==> src/rtl/timekeeper_pkg.sv <==
// Shared types and constants for the BCD timekeeper: digit type, repeat-FSM
// states, wrap limits and small BCD helpers used by the datapath.
package timekeeper_pkg;

    typedef logic [3:0] bcd_t;

    typedef enum logic [1:0] {
        ST_IDLE,
        ST_DELAY,
        ST_REPEAT
    } rpt_state_t;

    localparam int unsigned MAX_SEC_MIN = 59;
    localparam int unsigned MAX_HOUR    = 23;
    localparam int unsigned HALF_DAY    = 12;

    // Two BCD digits to a 7-bit binary value using shifts and adds only.
    function automatic logic [6:0] to_bin7(input bcd_t tens, input bcd_t units);
        return {tens, 3'b000} + {2'b00, tens, 1'b0} + {3'b000, units};
    endfunction

    // Increment a two-digit BCD value, wrapping to 00 after max.
    function automatic logic [7:0] bcd_inc(input bcd_t tens, input bcd_t units,
                                           input int unsigned max);
        if (to_bin7(tens, units) == 7'(max))
            return 8'h00;
        else if (units == 4'd9)
            return {tens + 4'd1, 4'd0};
        else
            return {tens, units + 4'd1};
    endfunction

endpackage

==> src/rtl/timekeeper_ctrl_btn_repeat.sv <==
// Press-and-hold auto-repeat for one debounced set button.
// A pulse is decoded from the current state and button level so that it is
// visible in the same cycle as the rising edge that causes it.
module btn_repeat
    import timekeeper_pkg::*;
#(
    parameter int REPEAT_DLY = 50,
    parameter int REPEAT_PER = 10
) (
    input  logic clk,
    input  logic rst_n,
    input  logic clr,
    input  logic btn,
    output logic pulse
);

    localparam int CW = $clog2(REPEAT_DLY + REPEAT_PER + 1);
    localparam logic [CW-1:0] DLY_LAST = CW'(REPEAT_DLY - 1);
    localparam logic [CW-1:0] PER_LAST = CW'(REPEAT_PER - 1);

    rpt_state_t    state_reg;
    logic [CW-1:0] cnt_reg;
    logic          prev_reg;

    // Pulse decode: rising edge in IDLE, or the held-cycle counter expiring.
    always_comb begin
        pulse = 1'b0;
        if (!clr && btn) begin
            case (state_reg)
                ST_IDLE:   pulse = !prev_reg;
                ST_DELAY:  pulse = (cnt_reg == DLY_LAST);
                ST_REPEAT: pulse = (cnt_reg == PER_LAST);
                default:   pulse = 1'b0;
            endcase
        end
    end

    // Repeat FSM; prev resets high so a button still held across reset is
    // not mistaken for a fresh press.
    always_ff @(posedge clk or negedge rst_n) begin
        if (!rst_n) begin
            state_reg <= ST_IDLE;
            cnt_reg   <= '0;
            prev_reg  <= 1'b1;
        end else begin
            prev_reg <= btn;
            if (clr || !btn) begin
                state_reg <= ST_IDLE;
                cnt_reg   <= '0;
            end else begin
                case (state_reg)
                    ST_IDLE: begin
                        if (!prev_reg) begin
                            state_reg <= ST_DELAY;
                            cnt_reg   <= '0;
                        end
                    end
                    ST_DELAY: begin
                        if (cnt_reg == DLY_LAST) begin
                            state_reg <= ST_REPEAT;
                            cnt_reg   <= '0;
                        end else begin
                            cnt_reg <= cnt_reg + CW'(1);
                        end
                    end
                    ST_REPEAT: begin
                        if (cnt_reg == PER_LAST)
                            cnt_reg <= '0;
                        else
                            cnt_reg <= cnt_reg + CW'(1);
                    end
                    default: begin
                        state_reg <= ST_IDLE;
                        cnt_reg   <= '0;
                    end
                endcase
            end
        end
    end

endmodule

==> src/rtl/timekeeper_ctrl.sv <==
// BCD time-of-day counter with prescaler, hour/minute set buttons with
// auto-repeat, optional 12-hour display mapping and optional alarm.
// Optional feature macro: TIMEKEEPER_ALARM_EN (alarm compare and alm_hit pulse).
module timekeeper_ctrl
    import timekeeper_pkg::*;
#(
    parameter int CLK_HZ     = 100000000,
    parameter int REPEAT_DLY = CLK_HZ / 2,
    parameter int REPEAT_PER = CLK_HZ / 10,
    parameter int MODE_12H   = 0
) (
    input  logic       clk,
    input  logic       reset_n,
    input  logic       run,
    input  logic       clr,
    input  logic       hr_btn,
    input  logic       min_btn,
    input  logic [4:0] alm_hr,
    input  logic [5:0] alm_min,
    output logic [3:0] s1,
    output logic [3:0] s2,
    output logic [3:0] m1,
    output logic [3:0] m2,
    output logic [3:0] h1,
    output logic [3:0] h2,
    output logic       pm,
    output logic       tick_1hz,
    output logic       alm_hit
);

    localparam int PW = $clog2(CLK_HZ);
    localparam logic [PW-1:0] PRE_TC = PW'(CLK_HZ - 1);

    // Reset: asserts immediately, releases two clocks after reset_n rises.
    logic [1:0] rst_sync_reg;
    logic       rst_int_n;

    // Reset release synchroniser.
    always_ff @(posedge clk or negedge reset_n) begin
        if (!reset_n)
            rst_sync_reg <= 2'b00;
        else
            rst_sync_reg <= {rst_sync_reg[0], 1'b1};
    end
    assign rst_int_n = rst_sync_reg[1];

    // Set buttons: bit 0 = hours, bit 1 = minutes.
    logic [1:0] btn_vec;
    logic [1:0] pulse_vec;
    logic       hr_pulse, min_pulse, set_any;

    assign btn_vec = {min_btn, hr_btn};

    genvar gi;
    for (gi = 0; gi < 2; gi++) begin : g_btn
        btn_repeat #(
            .REPEAT_DLY (REPEAT_DLY),
            .REPEAT_PER (REPEAT_PER)
        ) u_rpt (
            .clk   (clk),
            .rst_n (rst_int_n),
            .clr   (clr),
            .btn   (btn_vec[gi]),
            .pulse (pulse_vec[gi])
        );
    end

    assign hr_pulse  = pulse_vec[0];
    assign min_pulse = pulse_vec[1];
    assign set_any   = hr_pulse | min_pulse;

    // Time state, two BCD digits per field: {tens, units}.
    logic [PW-1:0] pre_reg;
    logic [7:0]    sec_reg, min_reg, hr_reg;
    logic          tick_reg;
    logic          tick_now;

    assign tick_now = run && (pre_reg == PRE_TC);

    logic [7:0] sec_inc, min_inc, hr_inc;
    logic [7:0] adv_sec, adv_min, adv_hr;
    logic       sec_wrap, min_wrap;

    // Next time for a one-second advance, plus the per-field increments reused by set.
    always_comb begin
        sec_inc  = bcd_inc(sec_reg[7:4], sec_reg[3:0], MAX_SEC_MIN);
        min_inc  = bcd_inc(min_reg[7:4], min_reg[3:0], MAX_SEC_MIN);
        hr_inc   = bcd_inc(hr_reg[7:4],  hr_reg[3:0],  MAX_HOUR);
        sec_wrap = (to_bin7(sec_reg[7:4], sec_reg[3:0]) == 7'(MAX_SEC_MIN));
        min_wrap = (to_bin7(min_reg[7:4], min_reg[3:0]) == 7'(MAX_SEC_MIN));
        adv_sec  = sec_inc;
        adv_min  = sec_wrap ? min_inc : min_reg;
        adv_hr   = (sec_wrap && min_wrap) ? hr_inc : hr_reg;
    end

    // Timekeeping: clr wins, then a tick unless a set pulse defers it by
    // holding the prescaler at terminal count for one more cycle.
    always_ff @(posedge clk or negedge rst_int_n) begin
        if (!rst_int_n) begin
            pre_reg  <= '0;
            sec_reg  <= 8'h00;
            min_reg  <= 8'h00;
            hr_reg   <= 8'h00;
            tick_reg <= 1'b0;
        end else if (clr) begin
            pre_reg  <= '0;
            sec_reg  <= 8'h00;
            min_reg  <= 8'h00;
            hr_reg   <= 8'h00;
            tick_reg <= 1'b0;
        end else if (tick_now && !set_any) begin
            pre_reg  <= '0;
            sec_reg  <= adv_sec;
            min_reg  <= adv_min;
            hr_reg   <= adv_hr;
            tick_reg <= 1'b1;
        end else begin
            tick_reg <= 1'b0;
            if (hr_pulse)
                hr_reg <= hr_inc;
            if (min_pulse) begin
                min_reg <= min_inc;
                sec_reg <= 8'h00;
            end
            if (!tick_now) begin
                if (min_pulse)
                    pre_reg <= '0;
                else if (run)
                    pre_reg <= pre_reg + PW'(1);
            end
        end
    end

    assign tick_1hz = tick_reg;

`ifdef TIMEKEEPER_ALARM_EN
    logic alm_match;
    logic alm_reg;

    assign alm_match = (to_bin7(adv_hr[7:4], adv_hr[3:0]) == {2'b00, alm_hr}) &&
                       (to_bin7(adv_min[7:4], adv_min[3:0]) == {1'b0, alm_min}) &&
                       (adv_sec == 8'h00);

    // Alarm fires only on a tick that actually advances the time.
    always_ff @(posedge clk or negedge rst_int_n) begin
        if (!rst_int_n)
            alm_reg <= 1'b0;
        else
            alm_reg <= !clr && tick_now && !set_any && alm_match;
    end

    assign alm_hit = alm_reg;
`else
    logic alm_unused;
    assign alm_unused = ^{alm_hr, alm_min};
    assign alm_hit    = 1'b0;
`endif

    if (MODE_12H != 0) begin : g_12h
        logic [6:0] hr_bin;
        logic [7:0] map_hr;
        logic       map_pm;
        logic [7:0] disp_sec_reg, disp_min_reg, disp_hr_reg;
        logic       disp_pm_reg;

        // 24h -> 12h mapping; 13..23 minus 12 done as a BCD borrow subtract.
        always_comb begin
            hr_bin = to_bin7(hr_reg[7:4], hr_reg[3:0]);
            map_hr = hr_reg;
            map_pm = 1'b0;
            if (hr_bin == 7'd0) begin
                map_hr = 8'h12;
            end else if (hr_bin == 7'(HALF_DAY)) begin
                map_pm = 1'b1;
            end else if (hr_bin > 7'(HALF_DAY)) begin
                map_pm = 1'b1;
                if (hr_reg[3:0] >= 4'd2)
                    map_hr = {hr_reg[7:4] - 4'd1, hr_reg[3:0] - 4'd2};
                else
                    map_hr = {hr_reg[7:4] - 4'd2, hr_reg[3:0] + 4'd8};
            end
        end

        // Display register: whole display lags the time state by one cycle.
        always_ff @(posedge clk or negedge rst_int_n) begin
            if (!rst_int_n) begin
                disp_sec_reg <= 8'h00;
                disp_min_reg <= 8'h00;
                disp_hr_reg  <= 8'h12;
                disp_pm_reg  <= 1'b0;
            end else begin
                disp_sec_reg <= sec_reg;
                disp_min_reg <= min_reg;
                disp_hr_reg  <= map_hr;
                disp_pm_reg  <= map_pm;
            end
        end

        assign s1 = disp_sec_reg[3:0];
        assign s2 = disp_sec_reg[7:4];
        assign m1 = disp_min_reg[3:0];
        assign m2 = disp_min_reg[7:4];
        assign h1 = disp_hr_reg[3:0];
        assign h2 = disp_hr_reg[7:4];
        assign pm = disp_pm_reg;
    end else begin : g_24h
        assign s1 = sec_reg[3:0];
        assign s2 = sec_reg[7:4];
        assign m1 = min_reg[3:0];
        assign m2 = min_reg[7:4];
        assign h1 = hr_reg[3:0];
        assign h2 = hr_reg[7:4];
        assign pm = 1'b0;
    end

endmodule

==> config.mk <==
export PLATFORM = sky130hd
export DESIGN_NAME = timekeeper_ctrl
export DESIGN_NICKNAME = d
export VERILOG_FILES = /design/src/rtl/timekeeper_pkg.sv /design/src/rtl/timekeeper_ctrl_btn_repeat.sv /design/src/rtl/timekeeper_ctrl.sv
export SDC_FILE = /design/constraint.sdc
export NUM_CORES = 1
export LEC_CHECK = 0
export CAP_MARGIN = 40
export CORE_ASPECT_RATIO = 2
export CORE_MARGIN = 2
export CORE_UTILIZATION = 60
export CTS_CLUSTER_DIAMETER = 100
export DETAILED_ROUTE_END_ITERATION = 10
export PLACE_DENSITY = 0.9
export SLEW_MARGIN = 20
export SYNTH_ARGS = -nofsm -noshare
export SYNTH_HDL_FRONTEND = slang
export SYNTH_SLANG_ARGS = --single-unit
==> constraint.sdc <==
create_clock -name clk -period 4.8 [get_ports clk]
set_clock_uncertainty 0.15 [all_clocks]
set_input_delay 0.96 -clock clk [delete_from_list [all_inputs] [get_ports clk]]
set_output_delay 0.96 -clock clk [all_outputs]
set_load 0.1 [all_outputs]
==> flow_metrics.tcl, run 1 <==
set metrics [dict create \
    status "complete, no violations" \
    cts_made_buffers 9 \
    dieArea_sq_um 12630 \
    totalWireLength_mm 17.60 \
    cpPeakStageDelay_ns 0.53 \
    dp_slack_ns 0.6950 \
    port_buffers 30 \
    rows 55 \
    grt.met3_usage_pct 4.644 \
    dr.first_iter.drc_count 406 \
    cts_sinks 112 \
    end_kind "flip-flop" \
    synth_top_family_by_area "simple AND/OR/NAND/NOR gates" \
    synthMuxAreaShare_pct 0.4458 \
    final-max-slew-violation-count 0 \
    fmax_ghz 0.2640 \
    crit_slowest_cell "dfrtp_1" \
    syn_area_per_cell_sq_um 9.184 \
    synth.distinct_cells 66 \
    critical_path_class "flip-flop to flip-flop" \
    yosysSeqAreaShare_pct 39.98 \
    synth_fa_ha_area_share_pct 9.379 \
    grt_pass1_vias 6487 \
    ys_top_cells_by_count "dfrtp_1 (110), nand2_1 (75), nor2_1 (69)" \
    rsz0062_at_grt "no" \
    synth_top_cell_area_share_pct 39.23 \
    postRouteAntennaNets 0 \
    synth.most_common_cell "dfrtp_1" \
    postCtsSetupBuffers 0 \
    grt_pass1_wl_mm 29.26 \
    core_sq_um 11350 \
    dr.pass1.iters 6 \
    num-nets-final 880 \
    gr-usage-met1_pct 30.13 \
    synth-compound-area-share_pct 14.48 \
    grt_usage_pct 29.21 \
    drc 0 \
    placed_cell_area_sq_um 7786 \
    synth_edf_count 0 \
    start_util_pct 61.80 \
    power_density_nw_per_um2 243.1 \
    place_congestion 0.8952 \
    crit-reg2reg-capture "hr_reg[5]$_DFFE_PN0P_" \
    hold_path.class "flip-flop to async pin" \
    finalSetupTns_ns 0 \
    peakVddDrop_v 0.0002048 \
    largest_reg_flops 52 \
    cp.arrival_ns 3.94 \
    total_power_uw 1979 \
    n_antenna_cell 0 \
    drive_gt1_share_pct 7.814 \
    regToRegSetupSlack_ns 1.01 \
    busiest_layer "met2" \
    synth_area_leaders "dfrtp_1 (39%), ha_1 (7.7%), nand2_1 (4.0%)" \
    yosysTopAreaCell "dfrtp_1" \
    cts_max_path_buffers 2 \
    viasPerCell 6.491 \
    synth-xor-area-share_pct 5.367 \
    area_growth_syn_to_layout_pct 16.01 \
    crit_fanout 11 \
    grt_max_degree 61 \
    die_w_um 80.47 \
    p_leak_uw 0.003544 \
    finalHoldViolations 0 \
    period_minus_slack_ns 3.788 \
    cts_root_buffer "clkbuf_16" \
    synth-main-ff-cell "dfrtp_1" \
    fin_ws_ns 1.012 \
    r2r-start "sec_reg[4]$_DFFE_PN0P_" \
    wire_per_inst_um 18.32 \
    grt_antenna_before_repair 0 \
    async_reset_ff_share_pct 100.0 \
    start_kind "flip-flop" \
    netlist_instances 764 \
    yosys.area_share.simple_pct 27.44 \
    finalInstanceArea_sq_um 8140 \
    grtUsageMet2_pct 53.97 \
    ys_ff_latch 112 \
    dieHeight_um 156.9 \
    utilization_pct 71.69 \
    slew-limit-headroom_pct 42.73 \
    num_vias 6238 \
    crit_required_ns 4.95 \
    clkTransAtPathRegs_ns 0.08 \
    fin_crit_sh_pct 78.93 \
    insertion_delay_ns 0.36 \
    ioPinCount 44 \
    cap_viol_max_count 0 \
    ys_warn_count 0 \
    setup_viol 0 \
    worstPathCellList "fa_1, fa_1, nor2b_1, a22oi_1, o22a_1, nor3_1, a31oi_1, clkbuf_4, nor2_1, a32o_1" \
    worstMarginPinSlew_ns 0.8512 \
    grt-ovfl-total 0 \
    cpMostUsedCell "fa_1" \
    hpwlAfterDp_mm 12.64 \
    htreeDepth 3 \
    syn_area_sq_um 7017 \
    r2r_cells 10 \
    cts_tree "built" \
]
-- metrics by stage --
stage,cells,hold slack (ns)
2_1_floorplan,765,0.1812
3_3_place_gp,914,0.1864
3_5_place_dp,939,0.1957
4_1_cts,955,0.2136
5_1_grt,961,0.2130
6_report,961,0.1734
-- cells in the final DEF (no fill, tap or decap), drive strengths merged, types with 5 or more instances in the layout --
master / n
and4: 6
nor4: 10
inv: 20
o31ai: 16
or4: 12
or3: 8
nand2: 75
o21ai: 40
nor3b: 5
and3: 22
ha: 43
xor2: 23
xnor2: 20
nor2b: 17
clkdlybuf4s50: 30
nor3: 24
a211o: 9
a21oi: 22
fa: 6
nand4b: 5
nand4: 19
nand3: 45
buf: 33
nor4b: 6
dfrtp: 110
clkbuf: 13
o21a: 5
nor2: 69
a22o: 6
nand2b: 14
nor4bb: 5
o41ai: 5
a21o: 8
and2: 12
-- kinds of logic (layout without fill, tap and decap cells) --
group / count (synthesis) / in the layout
simple gates: 363 / 363
xor+xnor: 43 / 43
mux: 3 / 3
other cells: 2 / 3
flops: 112 / 112
buf+inv: 46 / 100
fa+ha+maj: 49 / 49
compound gates: 146 / 146
-- final cells by class --
type,instances,area [sq um]
multi-input cells,607,4019
fillers,792,3214
flip-flops and latches,112,2809
repair buffers,66,775.7
clock buffers,11,252.7
well taps,142,177.7
inverters,18,67.56
clock inverters,5,38.79
-- what timing repair did --
action,in CTS,in global routing
endpoints found under the hold margin,0,1
hold buffers,0,1
gates resized for setup,0,0
-- routing by layer --
layer / wire length (um) / share of wire, %
met1: 6338 / 36
met5: 0 / 0
met2: 9787 / 56
met4: 777 / 4.4
met3: 699 / 4.0
-- worst max path at each step --
stage	from	end
global placement	clr	pre_reg[19]$_DFFE_PN0P_
floorplan	hr_reg[4]$_DFFE_PN0P_	hr_reg[5]$_DFFE_PN0P_
CTS	sec_reg[4]$_DFFE_PN0P_	hr_reg[5]$_DFFE_PN0P_
global route	sec_reg[4]$_DFFE_PN0P_	hr_reg[5]$_DFFE_PN0P_
detailed placement	clr	pre_reg[19]$_DFFE_PN0P_
finish	sec_reg[4]$_DFFE_PN0P_	hr_reg[5]$_DFFE_PN0P_
-- power breakdown --
part,internal (uW),switching (uW),leakage [uW]
Clock,385,361,0.000143
Combinational,81.7,171,0.00186
Sequential,958,23.0,0.00154
Total,1420,555,0.00354
-- critical path, delay by kind of cell (launching register included) --
| kind | cells | cell delay (ns) |
|---|---|---|
| adder cells (fa/ha/maj) | 2 | 1.02 |
| buffers and inverters | 1 | 0.25 |
| AO/OA/AOI/OAI | 4 | 0.77 |
| flip-flops | 1 | 0.53 |
| AND/OR/NAND/NOR | 3 | 1.02 |
(Power assumes the default switching activity.)
==> inputs of run 2 (changes only) <==
- clock period: 4.8 -> 3.7 ns (I/O delays scaled with it)
==> run 2 against run 1 <==
Effect of this change: total power grew 30%; global-route usage shrank 0.27 points; sequential share of layout area grew 0.90 points; setup slack lost 0.82 ns; routed wire length shrank 0.42%; clock power grew 33%; first-iteration DRC count grew 33%; critical path type unchanged; largest power group unchanged; highest routed layer unchanged.
==> flow_metrics.tcl, run 2 (synthesized netlist as in run 1, its figures left out) <==
set metrics [dict create \
    drc 0 \
    placed_cell_area_sq_um 7635 \
    dr.pass1.iters 5 \
    cp_top_family "adder cells" \
    grt_pass1_vias 6441 \
    cp.arrival_ns 3.57 \
    cts_max_path_buffers 2 \
    insertion_delay_ns 0.36 \
    grt_usage_pct 28.94 \
    dieHeight_um 156.9 \
    core_sq_um 11350 \
    area_growth_syn_to_layout_pct 13.41 \
    final_cells 955 \
    total_power_uw 2567 \
    viasPerCell 6.681 \
    grt_pass1_wl_mm 29.10 \
    crit_required_ns 3.76 \
    grt_antenna_before_repair 0 \
    status "complete, no violations" \
    peakVddDrop_v 0.0002253 \
    end_kind "flip-flop" \
    cts_tree "built" \
    worstMarginPinSlew_ns 0.7124 \
    top_layer "met4" \
    met1_length_mm 6.119 \
    critical_path_class "flip-flop to flip-flop" \
    dr_wl_met3_um 709 \
    port_buffers 30 \
    cts_root_buffer "clkbuf_16" \
    place_congestion 0.9503 \
    postRouteAntennaNets 0 \
    crit_fanout 9 \
    setup_viol 0 \
    worstPathCellList "fa_1, fa_1, nor2b_1, a22oi_1, o22a_1, nor3_1, buf_4, a31o_2, buf_4, mux2i_1, o21ai_0" \
    htreeDepth 3 \
    final_common_cell "dfrtp_1" \
    fin_crit_sh_pct 94.72 \
    totalWireLength_mm 17.53 \
    ioPinCount 44 \
    rows 55 \
    dieArea_sq_um 12630 \
    dp.cells 938 \
    finalHoldViolations 0 \
    wl_met2_mm 9.878 \
    rsz0062_at_grt "no" \
    cp_num_buf_inv 2 \
    hpwlAfterDp_mm 12.73 \
    register_area_sq_um 2818 \
    dr.first_iter.drc_count 538 \
    start_kind "flip-flop" \
    p_leak_uw 0.003512 \
    num_vias 6380 \
    grt-ovfl-total 0 \
    largest_reg_flops 52 \
    fmax_ghz 0.2853 \
    n_antenna_cell 0 \
    drive_gt1_share_pct 10.58 \
    final-max-slew-violation-count 0 \
    num-nets-final 874 \
    crit_slowest_cell "fa_1" \
    grt_max_degree 52 \
    cap_viol_max_count 0 \
    power_density_nw_per_um2 322.6 \
    postCtsSetupBuffers 0 \
    mostFrequentLayoutCells "dfrtp_1 (102), nand2_1 (75), nor2_1 (69), nand3_1 (45), ha_1 (43)" \
    cts_made_buffers 9 \
    start_util_pct 61.80 \
    wire_per_inst_um 18.35 \
    cts_sinks 112 \
    nFillCells 813 \
    multi_input_area_sq_um 4033 \
    period_minus_slack_ns 3.505 \
    die_w_um 80.47 \
    cpPeakStageDelay_ns 0.55 \
    finalInstanceArea_sq_um 7958 \
    slew-limit-headroom_pct 52.51 \
    hold_path.class "flip-flop to async pin" \
    clkTransAtPathRegs_ns 0.09 \
]
run 2: cell count changes in the layout (fill, tap and decap cells not counted), moves of 2 or more:
cell	before	now
clkbuf_4	2	0
clkbuf_8	2	0
buf_4	5	39
dfrtp_1	109	102
clkdlybuf4s50_1	30	12
buf_8	25	7
buf_2	2	0
clkinv_8	0	3
dfrtp_2	0	7
run 2: per-stage QoR:
step / TNS (ns) / setup slack (ns) / util (%) / hold WS [ns]
final: 0 / 0.1953 / 70.08 / 0.1303
after global routing: 0 / 0.03581 / 70.08 / 0.1680
after CTS: 0 / 0.2501 / 70.04 / 0.1415
after detailed placement: 0 / 0.004449 / 67.24 / 0.1405
after global placement: 0 / 0.1015 / 66.07 / 0.1908
after floorplan: -0.4334 / -0.06192 / - / 0.1812
run 2: timing repair:
| item | 4_1_cts | 5_1_grt |
|---|---|---|
| hold buffers | 0 | 0 |
| resized for setup | 1 | 0 |
| endpoints found under the setup margin | 1 | 0 |
run 2: path summary, 6_finish.rpt:
| path | end | cells after the start | from | slack (ns) |
|---|---|---|---|---|
| setup / recovery | min_reg[3]$_DFFE_PN0P_ | 11 | sec_reg[3]$_DFFE_PN0P_ | 0.20 |
| hold / removal | g_btn[1].u_rpt.cnt_reg[2]$_DFFE_PN0P_ | 0 | rst_sync_reg[1]$_DFF_PN0_ | 0.13 |
| setup reg to reg | min_reg[3]$_DFFE_PN0P_ | 11 | sec_reg[3]$_DFFE_PN0P_ | 0.20 |
| hold reg to reg | g_btn[1].u_rpt.cnt_reg[2]$_DFFE_PN0P_ | 0 | rst_sync_reg[1]$_DFF_PN0_ | 0.13 |
| max in group asynchronous | g_btn[1].u_rpt.prev_reg$_DFF_PN1_ | 1 | rst_sync_reg[1]$_DFF_PN0_ | 2.48 |
| min in group clk | rst_sync_reg[1]$_DFF_PN0_ | 0 | rst_sync_reg[0]$_DFF_PN0_ | 0.22 |
run 2: report_power, final:
part | internal (uW) | total (uW) | switching (uW)
sequential | 1240 | 1280 | 35.0
clock | 486 | 994 | 508
combinational | 84.8 | 296 | 211
total | 1810 | 2570 | 754
run 2: cell type report:
class	instances	share of cell area (%)
inverters	18	0.8491
well taps	142	2.233
repair buffers	60	6.918
multi-input cells	607	50.68
clock buffers	9	2.830
clock inverters	7	1.085
flip-flops and latches	112	35.41
run 2: layer usage:
layer | GRT usage (%) | up-vias
li1 | - | 2876
met1 | 30.37 | 3138
met2 | 53.45 | 282
met3 | 3.784 | 84
met4 | 16.87 | 0
met5 | 0 | -
==> inputs of run 3 (changes only) <==
- SKIP_LAST_GASP: default -> 1
- SLEW_MARGIN: 20 -> 10
==> run 3 against run 2 <==
Effect of this change: critical path depth decreased by 2; core utilization about the same; global-route usage about the same; setup slack improved by 0.0048 ns; combinational power about the same; register-to-register slack about the same; count of clock-buffer cells in the layout unchanged; cell area about the same; die area unchanged; worst hold slack got worse by 0.055 ns; non-clock buffer count decreased by 1; sequential share of layout area about the same; critical path type unchanged; largest power group unchanged.
==> flow_metrics.tcl, run 3 (synthesized netlist as in run 1, its figures left out) <==
set metrics [dict create \
    dieArea_sq_um 12630 \
    place_congestion 0.9503 \
    r2r-start "min_reg[3]$_DFFE_PN0P_" \
    register_area_sq_um 2818 \
    mostFrequentLayoutCells "dfrtp_1 (102), nand2_1 (75), nor2_1 (69), nand3_1 (45), ha_1 (43)" \
    cp_num_buf_inv 0 \
    worst-path-stages 9 \
    fmax_ghz 0.2857 \
    hold_buffers 0 \
    dr.pass1.iters 5 \
    fin_crit_sh_pct 94.59 \
    grt_max_degree 62 \
    peakVddDrop_v 0.0002328 \
    slew-limit-headroom_pct 32.53 \
    cts_root_buffer "clkbuf_16" \
    totalWireLength_mm 17.29 \
    postRouteAntennaNets 0 \
    cts_max_path_buffers 2 \
    rows 55 \
    viasPerCell 6.621 \
    r2r_cells 9 \
    worstPathCellList "fa_1, fa_1, xor2_1, a22oi_1, o22a_1, nor2_1, a31oi_2, nor2_1, a32o_1" \
    grt-ovfl-total 0 \
    nFillCells 816 \
    critical_path_class "flip-flop to flip-flop" \
    area_growth_syn_to_layout_pct 13.34 \
    post_cts_resized 1 \
    start_util_pct 61.80 \
    drive_gt1_share_pct 10.47 \
    grt_antenna_before_repair 0 \
    status "complete, no violations" \
    grt_pass1_vias 6456 \
    finalHoldViolations 0 \
    rsz0062_at_grt "no" \
    htreeDepth 3 \
    hold_path.class "flip-flop to async pin" \
    core_sq_um 11350 \
    cts_made_buffers 9 \
    num_vias 6316 \
    clkTransAtPathRegs_ns 0.08 \
    largest_reg_flops 52 \
    n_antenna_cell 0 \
    start_kind "flip-flop" \
    dr.first_iter.drc_count 514 \
    cap_viol_max_count 0 \
    cts_tree "built" \
    worstMarginPinSlew_ns 1.004 \
    grt_pass1_wl_mm 29.15 \
    timing.critical_path.from "min_reg[3]$_DFFE_PN0P_" \
    setup_viol 0 \
    finalSetupTns_ns 0 \
    period_minus_slack_ns 3.500 \
    port_buffers 30 \
    total_power_uw 2575 \
    final_common_cell "dfrtp_1" \
    grt_usage_pct 28.90 \
    multi_input_area_sq_um 4033 \
    wire_per_inst_um 18.12 \
    cpPeakStageDelay_ns 0.60 \
    end_kind "flip-flop" \
    final-max-slew-violation-count 0 \
    insertion_delay_ns 0.36 \
    ioPinCount 44 \
    p_leak_uw 0.003508 \
    cts_sinks 112 \
    dieHeight_um 156.9 \
    num-nets-final 873 \
    crit_slowest_cell "fa_1" \
    die_w_um 80.47 \
    postCtsSetupBuffers 0 \
    endpoint "hr_reg[5]$_DFFE_PN0P_" \
    cp.arrival_ns 3.60 \
    hpwlAfterDp_mm 12.70 \
    drc 0 \
    crit_fanout 11 \
    crit-reg2reg-capture "hr_reg[5]$_DFFE_PN0P_" \
    cp_top_family "adder cells" \
    crit_required_ns 3.80 \
    power_density_nw_per_um2 323.7 \
    regToRegSetupSlack_ns 0.20 \
    hold_ws_ns 0.07527 \
]
[run 3: cell types whose count changed in the layout (fill, tap and decap cells not counted)]
cell      change
clkbuf_2      -1
[run 3: per-stage QoR]
stage / util [%] / setup WS [ns] / instance area, sq um / instances
floorplan: - / -0.06192 / 7037 / 765
global placement: 66.07 / 0.1015 / 7502 / 930
detailed placement: 67.24 / -0.02155 / 7635 / 938
CTS: 70.04 / 0.2773 / 7953 / 954
global route: 70.04 / 0.009619 / 7953 / 954
finish: 70.04 / 0.2002 / 7953 / 954
[run 3: final cells by class]
cell class / count / area share [%]
Clock buffer: 9 / 2.832
Tap cell: 142 / 2.234
Sequential cell: 112 / 35.43
Multi-Input combinational cell: 607 / 50.71
Clock inverter: 7 / 1.086
Inverter: 18 / 0.8496
Timing Repair Buffer: 59 / 6.860
[run 3: how the worst min path moves through the flow]
stage,from,endpoint
detailed placement,rst_sync_reg[1]$_DFF_PN0_,g_btn[1].u_rpt.cnt_reg[14]$_DFFE_PN0P_
floorplan,rst_sync_reg[0]$_DFF_PN0_,rst_sync_reg[1]$_DFF_PN0_
finish,rst_sync_reg[1]$_DFF_PN0_,g_btn[1].u_rpt.cnt_reg[14]$_DFFE_PN0P_
global route,rst_sync_reg[1]$_DFF_PN0_,g_btn[1].u_rpt.cnt_reg[3]$_DFFE_PN0P_
CTS,rst_sync_reg[1]$_DFF_PN0_,g_btn[1].u_rpt.cnt_reg[3]$_DFFE_PN0P_
global placement,rst_sync_reg[0]$_DFF_PN0_,rst_sync_reg[1]$_DFF_PN0_
[run 3: worst reg2reg max path, cell delays in order, from the launching register on]
cell     delay [ns]
dfrtp_1        0.48
fa_1           0.61
fa_1           0.54
xor2_1         0.19
a22oi_1        0.16
o22a_1         0.17
nor2_1         0.07
a31oi_2        0.50
nor2_1         0.21
a32o_1         0.31
[run 3: report_power, final]
group | switching (uW) | total (uW) | internal, uW
logic | 212 | 296 | 84.2
clock network | 518 | 1000 | 486
registers | 32.5 | 1270 | 1240
[run 3: per-layer routing]
| metal | global-route usage, % | vias up | wire [um] |
|---|---|---|---|
| met2 | 53.53 | 258 | 9623 |
| met3 | 4.759 | 84 | 696 |
| li1 | - | 2880 | - |
| met4 | 15.50 | 0 | 891 |
| met1 | 30.15 | 3094 | 6076 |
| met5 | 0 | - | 0 |
